## src/rtl/usb_ext_pkg.sv

```systemverilog
// rtl/usb_ext_pkg.sv - shared states, default timing and bus idle levels for the USB external-bus master
package usb_ext_pkg;

  typedef enum logic [2:0] {
    ST_IDLE,
    ST_ALE,
    ST_SETUP,
    ST_STROBE,
    ST_HOLD,
    ST_GAP
  } state_t;

  localparam int DEF_ALE_CYCLES    = 2;
  localparam int DEF_SETUP_CYCLES  = 1;
  localparam int DEF_STROBE_CYCLES = 2;
  localparam int DEF_HOLD_CYCLES   = 1;
  localparam int DEF_CNT_W         = 4;

  localparam logic ALEN_IDLE = 1'b1;
  localparam logic CEN_IDLE  = 1'b1;
  localparam logic RDN_IDLE  = 1'b1;
  localparam logic WRN_IDLE  = 1'b1;

endpackage

```

## src/rtl/usb_ext_phase_timer.sv

```systemverilog
// rtl/usb_ext_phase_timer.sv - loadable down-counter timing every bus phase
module usb_ext_phase_timer #(
  parameter int CNT_W = 4
) (
  input  logic             clk,
  input  logic             reset_n,
  input  logic             load,
  input  logic [CNT_W-1:0] load_val,
  output logic             done
);

  logic [CNT_W-1:0] cnt;

  // Loading N-1 on phase entry makes done true in the phase's last cycle.
  always_ff @(posedge clk or negedge reset_n) begin
    if (!reset_n) begin
      cnt <= '0;
    end else if (load) begin
      cnt <= load_val;
    end else if (cnt != '0) begin
      cnt <= cnt - CNT_W'(1);
    end
  end

  assign done = (cnt == '0);

endmodule

```

## src/rtl/usb_ext_master.sv

```systemverilog
// rtl/usb_ext_master.sv - single-beat request to timed ALEn/CEn/RDn/WRn bus cycle initiator
module usb_ext_master
  import usb_ext_pkg::*;
#(
  parameter int ALE_CYCLES    = DEF_ALE_CYCLES,
  parameter int SETUP_CYCLES  = DEF_SETUP_CYCLES,
  parameter int STROBE_CYCLES = DEF_STROBE_CYCLES,
  parameter int HOLD_CYCLES   = DEF_HOLD_CYCLES,
  parameter int CNT_W         = DEF_CNT_W
) (
  input  logic       clk,
  input  logic       reset_n,
  input  logic       req_valid,
  output logic       req_ready,
  input  logic       req_write,
  input  logic [7:0] req_addr,
  input  logic [7:0] req_wdata,
  input  logic       req_force_ale,
  output logic       rsp_valid,
  output logic       rsp_write,
  output logic [7:0] rsp_rdata,
  output logic       busy,
  output logic [7:0] usb_addr_o,
  output logic [7:0] usb_d_o,
  output logic       usb_d_oe,
  input  logic [7:0] usb_d_i,
  output logic       usb_alen_o,
  output logic       usb_cen_o,
  output logic       usb_rdn_o,
  output logic       usb_wrn_o
);

  localparam logic [CNT_W-1:0] ALE_LD    = CNT_W'(ALE_CYCLES - 1);
  localparam logic [CNT_W-1:0] SETUP_LD  = CNT_W'(SETUP_CYCLES - 1);
  localparam logic [CNT_W-1:0] STROBE_LD = CNT_W'(STROBE_CYCLES - 1);
  localparam logic [CNT_W-1:0] HOLD_LD   = CNT_W'(HOLD_CYCLES - 1);

  state_t           state;
  logic             wr_q;
  logic [7:0]       wdata_q;
  logic [7:0]       last_addr;
  logic             addr_valid;
  logic             accept;
  logic             need_ale;
  logic             t_load;
  logic [CNT_W-1:0] t_val;
  logic             t_done;

  assign req_ready = (state == ST_IDLE);
  assign busy      = (state != ST_IDLE);
  assign accept    = req_valid & req_ready;
  assign need_ale  = !addr_valid || req_force_ale || (req_addr != last_addr);

  always_comb begin
    t_load = 1'b0;
    t_val  = '0;
    case (state)
      ST_IDLE: if (accept) begin
        t_load = 1'b1;
        t_val  = need_ale ? ALE_LD : SETUP_LD;
      end
      ST_ALE:    if (t_done) begin t_load = 1'b1; t_val = SETUP_LD;  end
      ST_SETUP:  if (t_done) begin t_load = 1'b1; t_val = STROBE_LD; end
      ST_STROBE: if (t_done) begin t_load = 1'b1; t_val = HOLD_LD;   end
      default: ;
    endcase
  end

  usb_ext_phase_timer #(.CNT_W(CNT_W)) u_timer (
    .clk      (clk),
    .reset_n  (reset_n),
    .load     (t_load),
    .load_val (t_val),
    .done     (t_done)
  );

  // Outputs are set on the edge entering each phase so the bus sees clean registered levels.
  always_ff @(posedge clk or negedge reset_n) begin
    if (!reset_n) begin
      state      <= ST_IDLE;
      wr_q       <= 1'b0;
      wdata_q    <= '0;
      last_addr  <= '0;
      addr_valid <= 1'b0;
      rsp_valid  <= 1'b0;
      rsp_write  <= 1'b0;
      rsp_rdata  <= '0;
      usb_addr_o <= '0;
      usb_d_o    <= '0;
      usb_d_oe   <= 1'b0;
      usb_alen_o <= ALEN_IDLE;
      usb_cen_o  <= CEN_IDLE;
      usb_rdn_o  <= RDN_IDLE;
      usb_wrn_o  <= WRN_IDLE;
    end else begin
      rsp_valid <= 1'b0;
      case (state)
        ST_IDLE: if (accept) begin
          wr_q    <= req_write;
          wdata_q <= req_wdata;
          if (need_ale) begin
            state      <= ST_ALE;
            usb_addr_o <= req_addr;
            usb_alen_o <= 1'b0;
          end else begin
            state     <= ST_SETUP;
            usb_cen_o <= 1'b0;
            usb_d_oe  <= req_write;
            usb_d_o   <= req_wdata;
          end
        end
        ST_ALE: if (t_done) begin
          state      <= ST_SETUP;
          usb_alen_o <= ALEN_IDLE;
          last_addr  <= usb_addr_o;
          addr_valid <= 1'b1;
          usb_cen_o  <= 1'b0;
          usb_d_oe   <= wr_q;
          usb_d_o    <= wdata_q;
        end
        ST_SETUP: if (t_done) begin
          state <= ST_STROBE;
          if (wr_q) usb_wrn_o <= 1'b0;
          else      usb_rdn_o <= 1'b0;
        end
        ST_STROBE: if (t_done) begin
          state     <= ST_HOLD;
          usb_wrn_o <= WRN_IDLE;
          usb_rdn_o <= RDN_IDLE;
          if (!wr_q) rsp_rdata <= usb_d_i;
        end
        ST_HOLD: if (t_done) begin
          state     <= ST_GAP;
          usb_cen_o <= CEN_IDLE;
          usb_d_oe  <= 1'b0;
          rsp_valid <= 1'b1;
          rsp_write <= wr_q;
        end
        ST_GAP:  state <= ST_IDLE;
        default: state <= ST_IDLE;
      endcase
    end
  end

endmodule

```

## config.mk

```make
export PLATFORM = sky130hd
export DESIGN_NAME = usb_ext_master
export DESIGN_NICKNAME = d
export VERILOG_FILES = /design/src/rtl/usb_ext_pkg.sv /design/src/rtl/usb_ext_phase_timer.sv /design/src/rtl/usb_ext_master.sv
export SDC_FILE = /design/constraint.sdc
export NUM_CORES = 1
export LEC_CHECK = 0
export CAP_MARGIN = 20
export CORE_UTILIZATION = 35
export CTS_BUF_LIST = sky130_fd_sc_hd__clkbuf_8
export CTS_CLUSTER_SIZE = 16
export DETAILED_ROUTE_END_ITERATION = 8
export GPL_TIMING_DRIVEN = 0
export PLACE_DENSITY = 0.67
export SYNTH_ARGS = -nofsm -noshare
export SYNTH_HDL_FRONTEND = slang
export SYNTH_HIERARCHICAL = 1
export SYNTH_SLANG_ARGS = --single-unit
```

## constraint.sdc

```tcl
create_clock -name clk -period 2.5 [get_ports clk]
set_input_delay 0.5 -clock clk [delete_from_list [all_inputs] [get_ports clk]]
set_output_delay 0.5 -clock clk [all_outputs]
set_load 0.05 [all_outputs]
```

==> metrics.cfg <==
[timing]
final.period_utilization = 0.957
slew_viol_final = 0
fin_skew_ns = 0.00923
finalWorstSetupSlack_ns = 0.108
rsz0062_at_grt = false
period_minus_slack_ns = 2.39
timing.hold.ws_ns = 0.156
fmax_ghz = 0.418
max_slew_margin = 0.546
setup_viol = 0
fin_tns_setup_ns = 0
worstMarginPinSlew_ns = 0.678
hold_viol = 0

[placed_design]
dp_slack_ns = -0.0623
dpl.hpwl_um = 3500
port_buffers = 61
dpl.cell_count = 360
gp_congestion = 0.815
postPlaceCellArea_um2 = 3360

[finish]
syn2layout_area_growth_pct = 33.4
final_cell_mix = clkdlybuf4s50_1 (59), dfrtp_1 (52), mux2_2 (44), nand2_1 (13), xnor2_1 (9)
num-fill-cells = 672
diodes = 0
nNetsFinal = 300
stdcell_count = 370
final_util = 0.481
design_area_um2 = 3470
layout_commonest_cell = clkdlybuf4s50_1
final_layout_size_suffix_gt1_frac = 0.303

[logic_synthesis]
ys_seq_area_frac = 0.541
async_flop_share = 1.00
synthFlopType = dfrtp_1
synth_seq_cells = 56
syn_inst = 197
syn_area_um2 = 2600
synth_edf_count = 0
ys_types = 42
ys_warn_count = 6
avgSynthCellArea_um2 = 13.2

[clock_network]
clk_pin_slew_ns = 0.10
cts_tree = built
root_buffer = clkbuf_8
numCtsBuffers = 5
cts_buffer_depth = 2
insertion_delay_ns = 0.31
numClockSinks = 56
htree_levels = 2

[floorplanning]
start_util = 0.360
core_um2 = 7210
rows = 31
die_area_um2 = 7780
dieHeight_um = 88.2
io_pins = 62
fp.dieW_um = 88.2

[critical_path]
cp_slowest_stage_delay_ns = 0.72
cp-end-kind = output pin
cp-start-kind = flop
arrival_ns = 1.89
rr_worst_depth = 7
path_class = reg -> out
crit_slowest_cell = clkdlybuf4s50_1
cp.required_ns = 2.00
crit_fanout = 4
critical_path.cell_chain = or3_4 -> clkdlybuf4s50_1
r2r_slack_ns = 0.27

[run_status]
status = finished clean

[route]
dr.pass1.iters = 4
wl_per_cell_um = 13.5
via_per_inst = 4.66
drt-initial-drc-count = 36
drc = 0
vias = 1723
finalWirelength_um = 5010
final_antenna_net_count = 0

[run]
max_cap_viol_count = 0

[global_routing]
grt_pass1_vias = 1695
overflow = 0
grt_use_total = 0.137
antenna_found_initial = 0
grt_max_degree = 35
grt_pass1_wl_um = 8080

[worst_hold_path]
hold_class = in -> async

[power_and_ir_drop]
p_leak_nw = 1.48
p_per_area_nw_per_um2 = 1410
ir_drop_mv = 0.674
finalPower_mw = 4.91

sequential cells by signal, indices dropped and copies added (netlist names):
name	cells
usb_addr_o	8
usb_cen_o	1
usb_d_oe	1
last_addr	8
usb_d_o	8
usb_alen_o	1
wdata_q	8
u_timer/cnt	4
rsp_valid	1
usb_rdn_o	1
rsp_rdata	8
usb_wrn_o	1
rsp_write	1
state	3
wr_q	1
addr_valid	1
worst paths after layout:
path | to | startpoint
max in group asynchronous | usb_rdn_o | reset_n
setup reg to reg | last_addr[4] | u_timer/cnt[0]
min in group clk | usb_wrn_o | usb_wrn_o
hold / removal | usb_addr_o[7] | reset_n
setup / recovery | busy | state[2]
hold reg to reg | usb_wrn_o | usb_wrn_o
layer usage:
| metal | vias to the layer above | GRT usage | wire, um |
|---|---|---|---|
| li1 | 827 | - | - |
| met1 | 851 | 0.172 | 2270 |
| met2 | 39 | 0.225 | 2390 |
| met3 | 6 | 0.0405 | 288 |
| met4 | 0 | 0.0440 | 65 |
| met5 | - | 0 | 0 |
critical path: cells and delay by family, from the launching register on:
| kind | cells | cell delay, ns |
|---|---|---|
| buf+inv | 1 | 0.72 |
| flops | 1 | 0.43 |
| simple gates | 1 | 0.43 |
final cells by class:
class	count	area [um2]	share of cell area
Buffer	7	52.6	0.0151
Clock buffer	6	82.6	0.0238
Clock inverter	2	11.3	0.00325
Tap cell	99	124	0.0357
Multi-Input combinational cell	130	1130	0.326
Timing Repair Buffer	64	639	0.184
Inverter	6	22.5	0.00649
Sequential cell	56	1410	0.405
cells in the mapped netlist (4+ instances only):
master	instances	area share
inv_1	5	0.0072
xnor2_1	9	0.030
dfstp_2	4	0.040
nand2_1	13	0.019
dfrtp_1	52	0.50
nor2b_1	4	0.0096
mux2_2	44	0.19
nor3_1	5	0.0096
o21ai_0	4	0.0077
mux2_4	8	0.046
a21oi_1	5	0.0096
nand3_1	4	0.0077
timing repair:
item	CTS	global route
endpoints found under the setup margin	1	16
pin swaps	0	0
buffers inserted	0	2
resized for setup	1	1
hold buffers	0	0
cells by family after synthesis:
| group | synth area share |
|---|---|
| AO/OA/AOI/OAI | 0.0438 |
| XOR/XNOR | 0.0303 |
| adder cells (fa/ha/maj) | 0.00481 |
| buffers and inverters | 0.0289 |
| flip-flops | 0.541 |
| multiplexers | 0.248 |
| other | 0.00144 |
| AND/OR/NAND/NOR | 0.102 |
report_power, final:
group	switching, mW	leakage [nW]	internal [mW]
clock network	0.299	0.0486	0.222
registers	0.262	0.679	1.35
logic	1.55	0.750	1.23
total	2.11	1.48	2.80
No activity file was read; power rests on OpenSTA's default activity.
